===== config.mk =====
export PLATFORM = sky130hd
export DESIGN_NAME = axi_rd_cmd_sched
export DESIGN_NICKNAME = d
export VERILOG_FILES = /design/src/rtl/axi_rd_sched_pkg.sv /design/src/rtl/axi_rd_cmd_sched_rr_arb2.sv /design/src/rtl/axi_rd_cmd_sched.sv
export SDC_FILE = /design/constraint.sdc
export NUM_CORES = 1
export LEC_CHECK = 0
export CORE_MARGIN = 5
export CORE_UTILIZATION = 45
export CTS_CLUSTER_DIAMETER = 150
export DETAILED_ROUTE_END_ITERATION = 7
export GPL_ROUTABILITY_DRIVEN = 0
export MAX_ROUTING_LAYER = met4
export PLACE_DENSITY = 0.72
export SLEW_MARGIN = 20
export SYNTH_ARGS = -nofsm -noshare
export SYNTH_HDL_FRONTEND = slang
export SYNTH_SLANG_ARGS = --single-unit

===== constraint.sdc =====
create_clock -name i_clk -period 3.6 [get_ports i_clk]
set_input_delay 0.36 -clock i_clk [delete_from_list [all_inputs] [get_ports i_clk]]
set_output_delay 0.36 -clock i_clk [all_outputs]
set_load 0.005 [all_outputs]

===== src/rtl/axi_rd_sched_pkg.sv =====
// rtl/axi_rd_sched_pkg.sv - shared constants and helpers for the AXI read burst scheduler
package axi_rd_sched_pkg;

   // Scheduler state encoding
   localparam logic [2:0] ST_IDLE      = 3'd0;
   localparam logic [2:0] ST_CALC      = 3'd1;
   localparam logic [2:0] ST_ISSUE     = 3'd2;
   localparam logic [2:0] ST_WAIT_DONE = 3'd3;
   localparam logic [2:0] ST_FINISH    = 3'd4;

   // A single AXI burst may not cross this address boundary
   localparam int BOUNDARY_BYTES = 4096;

   // Smallest of three unsigned values
   function automatic logic [31:0] min3(input logic [31:0] a,
                                        input logic [31:0] b,
                                        input logic [31:0] c);
      logic [31:0] m;
      m = (a < b) ? a : b;
      return (m < c) ? m : c;
   endfunction

endpackage


===== src/rtl/axi_rd_cmd_sched_rr_arb2.sv =====
// rtl/axi_rd_cmd_sched_rr_arb2.sv - two-way round-robin arbiter with externally driven pointer update
module rr_arb2 (
   input  logic       i_clk,
   input  logic       i_rst_n,
   input  logic [1:0] req,
   input  logic       update,
   input  logic       last_owner,
   output logic       grant_id,
   output logic       grant_any
);

   logic ptr;

   // Single requester wins outright; a tie is broken by the pointer
   always_comb begin
      grant_any = |req;
      grant_id  = (req == 2'b11) ? ptr : req[1];
   end

   // After a requester finishes, the other one is favoured on the next tie
   always_ff @(posedge i_clk or negedge i_rst_n) begin
      if (!i_rst_n)
         ptr <= 1'b0;
      else if (update)
         ptr <= ~last_owner;
   end

endmodule


===== src/rtl/axi_rd_cmd_sched.sv =====
// rtl/axi_rd_cmd_sched.sv - two-requester burst scheduler for the AXI read engine (macro RD_SCHED_4K_SPLIT_EN enables 4 KB split)
module axi_rd_cmd_sched
   import axi_rd_sched_pkg::*;
#(
   parameter int ADDR_WIDTH = 32,
   parameter int DATA_WIDTH = 64,
   parameter int MAX_BURST  = 16,
   parameter int CNT_WIDTH  = 16
) (
   input  logic                    i_clk,
   input  logic                    i_rst_n,
   input  logic [1:0]              i_req_valid,
   input  logic [2*ADDR_WIDTH-1:0] i_req_addr,
   input  logic [2*CNT_WIDTH-1:0]  i_req_beats,
   output logic [1:0]              o_req_ready,
   output logic [1:0]              o_req_done,
   output logic                    o_cmd_valid,
   output logic [ADDR_WIDTH-1:0]   o_cmd_addr,
   output logic [7:0]              o_cmd_len,
   output logic                    o_cmd_id,
   input  logic                    i_cmd_ready,
   input  logic                    i_burst_done,
   output logic                    o_busy
);

   localparam int BYTES = DATA_WIDTH / 8;
   localparam int LSB   = $clog2(BYTES);

   logic [2:0]            state;
   logic [ADDR_WIDTH-1:0] addr;
   logic [CNT_WIDTH-1:0]  rem;
   logic [8:0]            blen;
   logic                  owner;

   logic                  grant_id;
   logic                  grant_any;
   logic                  accept;
   logic [ADDR_WIDTH-1:0] sel_addr;
   logic [ADDR_WIDTH-1:0] sel_addr_aligned;
   logic [CNT_WIDTH-1:0]  sel_beats;
   logic [8:0]            blen_next;
   logic [ADDR_WIDTH-1:0] addr_step;

   rr_arb2 u_arb (
      .i_clk      (i_clk),
      .i_rst_n    (i_rst_n),
      .req        (i_req_valid),
      .update     (state == ST_FINISH),
      .last_owner (owner),
      .grant_id   (grant_id),
      .grant_any  (grant_any)
   );

   // Request side: ready is offered only while idle, to the granted requester
   always_comb begin
      accept           = (state == ST_IDLE) && grant_any;
      o_req_ready      = accept ? {grant_id, ~grant_id} : 2'b00;
      sel_addr         = grant_id ? i_req_addr[2*ADDR_WIDTH-1:ADDR_WIDTH] : i_req_addr[ADDR_WIDTH-1:0];
      sel_beats        = grant_id ? i_req_beats[2*CNT_WIDTH-1:CNT_WIDTH] : i_req_beats[CNT_WIDTH-1:0];
      sel_addr_aligned = {sel_addr[ADDR_WIDTH-1:LSB], {LSB{1'b0}}};
   end

`ifdef RD_SCHED_4K_SPLIT_EN
   logic [12:0] to4k;

   // Burst length limited by remaining beats, MAX_BURST and beats left in the 4 KB page
   always_comb begin
      to4k      = (13'(BOUNDARY_BYTES) - {1'b0, addr[11:0]}) >> LSB;
      blen_next = 9'(min3(32'(rem), 32'(MAX_BURST), 32'(to4k)));
   end
`else
   // Burst length limited only by remaining beats and MAX_BURST
   always_comb begin
      blen_next = 9'(min3(32'(rem), 32'(MAX_BURST), 32'(MAX_BURST)));
   end
`endif

   // Byte distance covered by the burst just completed
   always_comb begin
      addr_step = ADDR_WIDTH'(blen) << LSB;
   end

   // Main scheduler: capture request, size each burst, issue it, wait for completion
   always_ff @(posedge i_clk or negedge i_rst_n) begin
      if (!i_rst_n) begin
         state       <= ST_IDLE;
         addr        <= '0;
         rem         <= '0;
         blen        <= '0;
         owner       <= 1'b0;
         o_req_done  <= 2'b00;
         o_cmd_valid <= 1'b0;
         o_cmd_addr  <= '0;
         o_cmd_len   <= '0;
         o_cmd_id    <= 1'b0;
         o_busy      <= 1'b0;
      end else begin
         case (state)
            ST_IDLE: begin
               if (accept) begin
                  addr   <= sel_addr_aligned;
                  rem    <= sel_beats;
                  owner  <= grant_id;
                  o_busy <= 1'b1;
                  if (sel_beats == '0) begin
                     // Nothing to fetch: report completion straight away
                     o_req_done <= {grant_id, ~grant_id};
                     state      <= ST_FINISH;
                  end else begin
                     state <= ST_CALC;
                  end
               end
            end
            ST_CALC: begin
               blen        <= blen_next;
               o_cmd_valid <= 1'b1;
               o_cmd_addr  <= addr;
               o_cmd_len   <= 8'(blen_next - 9'd1);
               o_cmd_id    <= owner;
               state       <= ST_ISSUE;
            end
            ST_ISSUE: begin
               if (i_cmd_ready) begin
                  o_cmd_valid <= 1'b0;
                  state       <= ST_WAIT_DONE;
               end
            end
            ST_WAIT_DONE: begin
               if (i_burst_done) begin
                  addr <= addr + addr_step;
                  rem  <= rem - CNT_WIDTH'(blen);
                  if (rem == CNT_WIDTH'(blen)) begin
                     o_req_done <= {owner, ~owner};
                     state      <= ST_FINISH;
                  end else begin
                     state <= ST_CALC;
                  end
               end
            end
            ST_FINISH: begin
               o_req_done <= 2'b00;
               o_busy     <= 1'b0;
               state      <= ST_IDLE;
            end
            default: begin
               o_req_done  <= 2'b00;
               o_cmd_valid <= 1'b0;
               o_busy      <= 1'b0;
               state       <= ST_IDLE;
            end
         endcase
      end
   end

endmodule


==> results.cfg, run 1 <==
[finish]
drive_gt1_frac = 0.0527
final_common_cell = nand2_1
diodes = 0
fillCellCount = 1274
utilization = 0.583
most-common-layout-cells = nand2_1, clkdlybuf4s50_1, dfrtp_1
syn_to_final_growth_pct = 27.3
nets = 1010

[synth]
synth-edff-count = 0
synth_top_family_by_area = simple AND/OR/NAND/NOR gates
synth_area_um2 = 6330
synth_compound_area_frac = 0.191
syn_inst = 772
synthAdderAreaFrac = 0.0439
ys_ff_latch = 101
synth_top_flop_cell = dfrtp_1
avgSynthCellArea_um2 = 8.20
yosys_warnings = 0
synth_xor_area_frac = 0.0180
synthMuxAreaShare = 0.0324
synth-seq-area-share = 0.399
synthDistinctLibCells = 68
synth-simple-area-share = 0.261
async_reset_ff_frac = 1.00

[sta]
finalCriticalPeriod_ps = 2860
slew_violations = 0
skew_ps = 9.86
finalSetupViolations = 0
fmax_mhz = 349
relSlewSlack = 0.422
fin_tns_setup_ps = 0
hold_viol_final = 14
rsz0062_at_grt = no
fin_hold_ws_ps = -17.1
post-route-period-util = 0.795
tightest_slew_ps = 867

[setup_path]
cp-end-kind = primary output
reg2reg_slack_ps = 820
reg2reg_depth = 7
worstSetupPathType = in -> out
startpoint = i_req_valid[1]
rr_startpoint = blen[1]
worstPathMaxFanout = 7
start_kind = primary input
critPathArrivalTime_ps = 2500
cp-endpoint = o_req_ready[0]
rr_endpoint = addr[30]
cp.required_ps = 3240

[clock_network]
cts_buffer_depth = 2
clkSinkCount = 101
cts_buffers = 9
htreeDepth = 3
post_cts_buffers = 0
cts_tree = done
clkLatencyLatePin_ps = 350
cts_root_buf = clkbuf_16
clk_pin_slew_worst_paths_ps = 70
cts_resized = 0
cts_hold_buf = 0

[global_routing]
grt_usage = 0.224
overflow = 0
grt_pass1_wl_um = 28900
antenna_found_initial = 0
grt_pass1_vias = 5770
grt_max_degree = 43

[power]
p_switching_mw = 2.57
clkPwrFrac = 0.150
pwr-share-comb = 0.507
ir_drop_mv = 0.432
p_per_area_nw_per_um2 = 750
internal_power_mw = 3.47
leakage_nw = 3.48
swShare = 0.426
sequentialPowerShare = 0.343

[job]
max_cap_violations = 0

[route]
wl_per_cell_um = 16.8
dr_total_vias = 5990
firstDrtPassIters = 5
routed_wl_um = 18000
drt_iter0_drc = 561
via_per_inst = 5.59
ant_nets = 0
drc = 0

[floorplanning]
num_io_pins = 149
fp-row-count = 43
core_um2 = 13800
initial_utilization = 0.458
die_y_um = 129
die_w_um = 129
die-area_um2 = 16500

[outcome]
outcome = finished, violations left
failed_checks = hold timing

[placed_design]
port_buffers = 139
dp_hpwl_um = 13100

[hold_path]
hold_class = in -> async
## worst max-delay path, stage by stage
cell	delay, ps
clkdlybuf4s50_1	530
nor2_1	120
o31ai_2	360
nor2b_2	240
nand2_1	200
nor2_1	160
clkdlybuf4s50_1	520
## sequential cells by signal (all words and copies together) (netlist names), 2 cells and up
register,cells
addr,29
o_cmd_addr,29
rem,16
blen,9
o_cmd_len,8
state,3
o_req_done,2
## per-stage QoR
| stage | setup slack [ps] | power [mW] | cells | hold WS (ps) | area [um^2] |
|---|---|---|---|---|---|
| 2_1_floorplan | 1330 | 4.05 | 774 | 64.4 | 6340 |
| 3_3_place_gp | 800 | 5.07 | 1056 | 383 | 7800 |
| 3_5_place_dp | 730 | 5.13 | 1056 | 379 | 7800 |
| 4_1_cts | 729 | 6.04 | 1071 | 2.72 | 8060 |
| 5_1_grt | 582 | 6.54 | 1071 | 28.8 | 8060 |
| 6_report | 738 | 6.04 | 1071 | -17.1 | 8060 |
## how the worst min path moves through the flow
| stage | from | to | slack (ps) | depth (start not counted) |
|---|---|---|---|---|
| after floorplan | i_rst_n | addr[10] | 60 | 0 |
| after global placement | i_rst_n | rem[0] | 380 | 1 |
| after detailed placement | i_rst_n | rem[0] | 380 | 1 |
| after CTS | i_rst_n | rem[0] | 3 | 1 |
| after global routing | i_rst_n | rem[0] | 30 | 1 |
| final | i_rst_n | rem[0] | -20 | 1 |
## final cells by class
class	instances	area (um^2)	share of cell area
repair buffers	152	1490	0.184
flip-flops and latches	101	2530	0.314
clock inverters	2	10.0	0.00124
clock buffers	13	250	0.0311
inverters	19	71.3	0.00885
well taps	180	225	0.0280
multi-input cells	604	3490	0.433
## Yosys cell counts (all sizes together) (3+ instances only)
library cell	n	area share
nand2	183	0.11
ha	19	0.038
nand3	28	0.023
a2bb2oi	6	0.0093
dfrtp	101	0.40
inv	19	0.011
mux2i	19	0.030
xnor2	9	0.012
nor4	14	0.019
a31oi	15	0.015
a21o	8	0.0095
a211oi	3	0.0036
nand4	13	0.013
o211ai	6	0.0071
nor3	12	0.0095
o31ai	5	0.0067
a21oi	52	0.041
o21a	7	0.0083
nand3b	3	0.0036
o22ai	4	0.0040
nand2b	9	0.0089
and2	4	0.0040
a311oi	4	0.0055
nor2b	5	0.0049
buf	18	0.016
and3	15	0.015
o22a	7	0.0097
clkbuf	32	0.027
xor2	4	0.0055
a32oi	3	0.0042
or3	4	0.0042
o21ai	48	0.040
nor2	62	0.037
## per-layer routing
| layer | routed length, um | global-route usage | vias up | share of wire |
|---|---|---|---|---|
| met1 | 8330 | 0.311 | 2842 | 0.46 |
| met5 | 0 | - | - | 0 |
| met3 | 1040 | 0.0274 | 16 | 0.058 |
| met4 | 222 | 0.0618 | 0 | 0.012 |
| li1 | - | - | 2955 | - |
| met2 | 8390 | 0.349 | 177 | 0.47 |
## power by group through the flow
stage,Combinational [mW],Clock [mW],Sequential [mW]
6_report,3.06,0.906,2.07
5_1_grt,3.45,0.947,2.14
4_1_cts,3.07,0.909,2.07
3_5_place_dp,3.05,0,2.08
3_3_place_gp,3.00,0,2.07
2_1_floorplan,2.11,0,1.95
## kinds of logic after synthesis
| group | after synthesis |
|---|---|
| and+or+nand+nor | 360 |
| AOI/OAI and AO/OA | 187 |
| DFF | 101 |
| buffers and inverters | 69 |
| adders and majority gates | 21 |
| muxes | 20 |
| xor gates and xnor gates | 13 |
| other | 1 |
No activity file was read; power rests on OpenSTA's default activity.
==> inputs of run 2 (changes only) <==
Settings changed: PLACE_DENSITY 0.72 to 0.75.
Clock period 3.6 ns to 2.6 ns, I/O delays scaled along.
==> run 2 against run 1 <==
The flow now finishes without violations. Wire length down 1.6%. Critical path depth decreased by 4. Via count is 1.3% higher. First-iteration DRC count is 12% lower. Register-to-register slack worse by 650 ps. Design area grew 3.7%. Sequential power grew 38%. Non-clock buffer count grew 17. Hold slack improved by 490 ps. Clock skew shrank 1.8 ps.
==> results.cfg, run 2 (synthesis gave the netlist of run 1 again) <==
[clock_network]
cts_root_buf = clkbuf_16
clk_pin_slew_worst_paths_ps = 70
clkSinkCount = 101
clkLatencyLatePin_ps = 350
cts_tree = done
cts_buffer_depth = 2
htreeDepth = 3
cts_buffers = 9

[global_routing]
overflow = 0
grt_max_degree = 102
grt_pass1_vias = 5890
grt_pass1_wl_um = 29200
grt_usage = 0.226
antenna_found_initial = 0

[setup_path]
cp-end-kind = primary output
worstPathMaxFanout = 11
start_kind = register
path_cells = or3_2, nor2_1, clkdlybuf4s50_1
startpoint = state[0]
slowest_delay_ps = 570
critPathArrivalTime_ps = 2190
worstSetupPathType = reg -> out
cpMaxStageDelayCell = or3_2
rr_startpoint = blen[0]
cp.required_ps = 2340

[sta]
rsz0062_at_grt = no
hold_viol_final = 0
post-route-period-util = 0.942
tightest_slew_ps = 602
fmax_mhz = 408
fin_tns_setup_ps = 0
finalSetupViolations = 0
skew_ps = 8.06
relSlewSlack = 0.597
finalCriticalPeriod_ps = 2450
slew_violations = 0

[floorplanning]
fp-row-count = 43
num_io_pins = 149
initial_utilization = 0.458
die-area_um2 = 16500
die_w_um = 129
core_um2 = 13800
die_y_um = 129

[power]
ir_drop_mv = 0.540
p_per_area_nw_per_um2 = 1050
leakage_nw = 3.63

[finish]
most-common-layout-cells = nand2_1, clkdlybuf4s50_1, dfrtp_1
diodes = 0
top_regs = addr (29), o_cmd_addr (29), rem (16)
final_common_cell = nand2_1
syn_to_final_growth_pct = 31.9
drive_gt1_frac = 0.0770
nets = 1027
utilization = 0.604

[route]
firstDrtPassIters = 5
routed_wl_um = 17700
ant_nets = 0
wl_per_cell_um = 16.3
via_per_inst = 5.57
drc = 0
dr_total_vias = 6066
drt_iter0_drc = 494

[hold_path]
hold_class = reg -> reg
hold_start = o_cmd_addr[5]

[placed_design]
port_buffers = 139
dp_hpwl_um = 13200

[job]
max_cap_violations = 0

[outcome]
outcome = finished clean
## run 2: final timing paths
check	to	slack [ps]	cells after the start
max in group asynchronous	state[1]	1680	3
hold reg to reg	o_cmd_addr[5]	470	2
setup / recovery	o_req_ready[1]	150	3
hold / removal	o_cmd_addr[5]	470	2
setup reg to reg	addr[31]	170	9
min in group asynchronous	rem[15]	500	3
## run 2: routing by layer
layer	wire (um)	vias to the layer above	global-route usage
li1	-	2993	-
met1	7980	2848	0.310
met2	8330	205	0.351
met3	1100	20	0.0361
met4	295	0	0.0581
met5	0	-	-
## run 2: worst max-delay path: cells and delay by family, from the launching register on
family                 cells  cell delay [ps]
AND/OR/NAND/NOR            2              790
buffers and inverters      1              540
flip-flops                 1              510
## run 2: cell type report
type / instances / area (um^2)
clock buffers: 10 / 239
flip-flops and latches: 101 / 2530
well taps: 180 / 225
inverters: 19 / 71.3
clock inverters: 6 / 95.1
fillers: 1248 / 5470
repair buffers: 169 / 1690
multi-input cells: 604 / 3500
## run 2: power breakdown
| group | total, mW | internal [mW] | leakage, nW | switching, mW |
|---|---|---|---|---|
| Clock | 1.48 | 0.878 | 0.163 | 0.601 |
| Combinational | 4.43 | 2.08 | 2.25 | 2.36 |
| Sequential | 2.86 | 2.22 | 1.22 | 0.638 |
| Total | 8.77 | 5.17 | 3.63 | 3.60 |
## run 2: metrics by stage
step / hold slack [ps] / setup WS (ps) / cell area, um^2 / std cells / power, mW
3_3_place_gp: 364 / 155 / 7990 / 1072 / 7.19
2_1_floorplan: -35.6 / 326 / 6340 / 774 / 5.61
4_1_cts: 480 / 98.8 / 8340 / 1089 / 8.80
3_5_place_dp: 366 / 103 / 7990 / 1072 / 7.28
5_1_grt: 492 / 9.69 / 8350 / 1089 / 9.50
6_report: 473 / 151 / 8350 / 1089 / 8.77
## run 2: what timing repair did
action | 4_1_cts | 5_1_grt
hold endpoints to repair | 37 | 0
hold buffers | 1 | 0
setup buffers | 0 | 0
endpoints found under the setup margin | 0 | 6
resized for setup | 0 | 4
